$ cat config.mk
export PLATFORM = sky130hd
export DESIGN_NAME = prbs7_predictor
export DESIGN_NICKNAME = d
export VERILOG_FILES = /design/src/rtl/prbs_pkg.sv /design/src/rtl/prbs7_predictor.sv
export SDC_FILE = /design/constraint.sdc
export NUM_CORES = 1
export LEC_CHECK = 0
export ABC_AREA = 1
export CORE_AREA = 2 2 39 41
export CTS_CLUSTER_DIAMETER = 40
export DETAILED_ROUTE_END_ITERATION = 10
export DIE_AREA = 0 0 41 43
export GPL_TIMING_DRIVEN = 0
export SLEW_MARGIN = 10
export SYNTH_ARGS = -nofsm -noshare
export SYNTH_HDL_FRONTEND = slang
export SYNTH_SLANG_ARGS = --single-unit
$ cat constraint.sdc
create_clock -name clk -period 1.5 [get_ports clk]
set_clock_uncertainty 0.05 [all_clocks]
set_input_delay 0.3 -clock clk [delete_from_list [all_inputs] [get_ports clk]]
set_output_delay 0.3 -clock clk [all_outputs]
set_load 0.01 [all_outputs]
$ cat src/rtl/prbs_pkg.sv
// rtl/prbs_pkg.sv - shared PRBS7 constants, tap positions, lock FSM state type
package prbs_pkg;

    localparam int PRBS_ORDER = 7;
    localparam int TAP_A      = 6;
    localparam int TAP_B      = 5;

    typedef enum logic [1:0] {
        ST_ACQUIRE = 2'd0,
        ST_VERIFY  = 2'd1,
        ST_LOCKED  = 2'd2
    } prbs_state_t;

    // Next PRBS7 bit (x^7 + x^6 + 1) from the current 7-bit state.
    function automatic logic prbs_pred(input logic [PRBS_ORDER-1:0] s);
        return s[TAP_A] ^ s[TAP_B];
    endfunction

endpackage

$ cat src/rtl/prbs7_predictor.sv
// rtl/prbs7_predictor.sv - PRBS7 state register with din-load / self-advance select
// Ports:
//   clk, rst_n    : clock, synchronous active-low reset (state -> 0)
//   shift_en      : advance the state register this edge
//   use_din       : 1 = shift din into the state, 0 = shift the predicted bit
//   din           : serial input bit
//   pred          : predicted next bit from the current state
//   fill_nonzero  : state after shifting din in would be nonzero
module prbs7_predictor
    import prbs_pkg::*;
(
    input  logic clk,
    input  logic rst_n,
    input  logic shift_en,
    input  logic use_din,
    input  logic din,
    output logic pred,
    output logic fill_nonzero
);

    logic [PRBS_ORDER-1:0] state;

    assign pred         = prbs_pred(state);
    assign fill_nonzero = ({state[PRBS_ORDER-2:0], din} != '0);

    always_ff @(posedge clk) begin
        if (!rst_n) begin
            state <= '0;
        end else if (shift_en) begin
            // Self-advancing while locked keeps corrupted input bits out of the state.
            state <= {state[PRBS_ORDER-2:0], (use_din ? din : pred)};
        end
    end

endmodule

==> qor.txt, run 1 <==
Run status: finished, final reports clean
Die area: 1760 sq um
Worst Hold Class: in2reg
Antenna violations before repair: 0
Peak per-stage delay on the critical path: 320 ps
Worst-skew pair later-pin latency: 250 ps
Final Non-Filler Cells: 64
Core area: 1380 sq um
Crit share post-route: 0.931
Startpoint Class: register
Slew @ Worst Pin: 257 ps
CP Cell Sequence: nor3_2 -> nand3_1 -> clkdlybuf4s15_2
Peak Freq: 716 MHz
Die W: 41 microns
Max_slew headroom: 0.828
Worst path slowest cell: dfxtp_1
CTS Hold Buffers Added: 0
Setup Buffers After CTS: 0
Switch share: 0.252
TritonCTS clock tree: built
CP bufs+invs: 1
Max FFs per register: 7
DIE HEIGHT: 43 microns
Routability Congestion: 0.766
Mapped Area: 284 sq um
Net Count, Synth: 43
Flop pwr share: 0.471
Inst Count DP: 60
Tot Pwr: 0.443 mW
Worst EP arrival: 1050 ps
Layout Nets: 54
Endpoint type of the worst setup path: output pin
# port buffers: 6
Gr ovfl total: 0
Seq/Total Area, Yosys: 0.493
Top Registers: state x7
Dpl cell area: 364 sq um
Pwr dens: 1100 nW/um^2
CP max FO: 3
Synth warn: 0
Initial Util: 0.205
Vias: 264
Largest vdd supply drop: 0.623 mV
Reg2reg start: state[5]
Largest net degree at the start of global routing: 9
Hold_sp: din
Setup tns final: 0 ps
Initial DRC Count: 2
Fraction of layout cells with a size suffix above 1: 0.229
RSZ-0062 raised after global routing: no
Number of I/O pins: 7
Total routed wirelength: 550 microns
Setup crit start: state[1]
Worst R2R Setup Slack: 760 ps
CP delay by family, top: flip-flops
Post-route ant nets: 0
Logic gate share of total power: 0.132
Leakage Power: 0.170 nW
DRC violation count after routing: 0
Max Slew Vio Count: 0
Final HPWL DP: 389 microns
Vias in the first global route: 222
Post-route cell area: 402 sq um
Final hold vios: 0
Max Cap Viol: 0
Synthesized flop and latch total: 7
Critical path class: reg2out
GRT Util Overall: 0.0805
First-pass iteration count of the detailed router: 2
Psw: 0.112 mW
Clock Power Share: 0.397
Syn_area_per_cell: 7.47 sq um
Root Buffer: clkbuf_4
Count of final setup violators: 0
Worst path required time: 1150 ps
WL per Instance: 8.59 microns
Fillers: 158
Htree depth: 1
First-pass GRT wire length: 938 microns
Max clock buf depth: 2
Ant. Diodes: 0
Final core utilization: 0.290
Layout overhead on the synthesized area: 41.4%
Largest Register: state
# rows: 14
Pint: 0.331 mW
Synth unique cells: 12
Final Critical Period: 1400 ps
Post-Syn Instances: 38
Reg clk slew, reported paths: 60 ps
CTS sink cnt: 7
Vias/cell: 4.13
CTS Buf Count: 3
==> placed cells by master, fill, tap and decap left out, types with 2 or more instances in the layout <==
cell | synthesis | final
o21ai_0 | 6 | 6
a21oi_1 | 3 | 3
dfxtp_1 | 7 | 5
clkdlybuf4s50_1 | 0 | 3
nand2_1 | 2 | 2
inv_1 | 3 | 2
nand3_1 | 2 | 2
clkbuf_4 | 0 | 3
dfxtp_2 | 0 | 2
inv_2 | 1 | 2
nor2_1 | 10 | 10
==> worst reg2reg max path: cells and delay by family, from the launching register on <==
kind	cells	cell delay, ps
buf+inv	1	40
flops	1	340
simple gates	2	130
compound gates	1	110
==> timing repair <==
action | in CTS | in global routing
gates resized for setup | 4 | 6
gates cloned | 0 | 0
pin swaps | 0 | 2
endpoints found under the setup margin | 2 | 2
==> metal layers <==
layer	global-route usage	up-vias	share of wire
met4	0.0200	0	0
met2	0.0875	8	0.36
met1	0.120	110	0.57
met3	0.0628	0	0.069
li1	-	146	-
met5	0	-	0
==> power by group through the flow <==
stage | clock network, mW | logic [mW] | registers [mW]
after global routing | 0.197 | 0.0665 | 0.210
after floorplan | 0 | 0.0311 | 0.209
after global placement | 0 | 0.0606 | 0.211
after CTS | 0.186 | 0.0580 | 0.207
after detailed placement | 0 | 0.0603 | 0.211
final | 0.176 | 0.0584 | 0.209
==> layout make-up <==
type,instances,area (sq um),area share
inverter,4,15.0,0.0374
multi-input combinational,27,134,0.333
clock buffer,4,26.3,0.0654
tap,16,20.0,0.0498
sequential,7,143,0.355
timing repair buffer,6,63.8,0.159
==> cell usage after synthesis <==
cell      n  area [sq um]
o21ai_0   6          30.0
a21oi_2   1          8.76
nor2_1   10          37.5
nor3_1    1          5.00
o21ai_2   1          8.76
nand2_1   2          7.51
a21oi_1   3          15.0
nand3_1   2          10.0
inv_2     1          3.75
inv_1     3          11.3
and2_1    1          6.26
dfxtp_1   7           140
==> logic make-up after synthesis <==
logic type             Yosys count  share of synthesized area
DFF                              7                      0.493
and+or+nand+nor                 16                      0.234
buffers and inverters            4                     0.0528
AOI/OAI and AO/OA               11                      0.220
==> path summary, 6_finish.rpt <==
check / cells past startpoint / end
max: 3 / fill_nonzero
min: 3 / state[0]
max reg2reg: 4 / state[0]
min reg2reg: 2 / state[5]
==> through the flow <==
stage / setup WS (ps) / hold slack, ps
2_1_floorplan: 547 / 343
3_3_place_gp: -359 / 449
3_5_place_dp: -326 / 448
4_1_cts: -80.3 / 452
5_1_grt: 17.4 / 366
6_report: 103 / 363
Power figures use the tool's default switching activity.
==> run 2: changes to the inputs <==
--- a/config.mk
+++ b/config.mk
@@ -6,6 +6,7 @@
 export NUM_CORES = 1
 export LEC_CHECK = 0
 export ABC_AREA = 1
+export CAP_MARGIN = 30
 export CORE_AREA = 2 2 39 41
 export CTS_CLUSTER_DIAMETER = 40
 export DETAILED_ROUTE_END_ITERATION = 10
==> results of run 2 <==
Same layout as run 1: the final DEF is identical, and so are final timing and power.
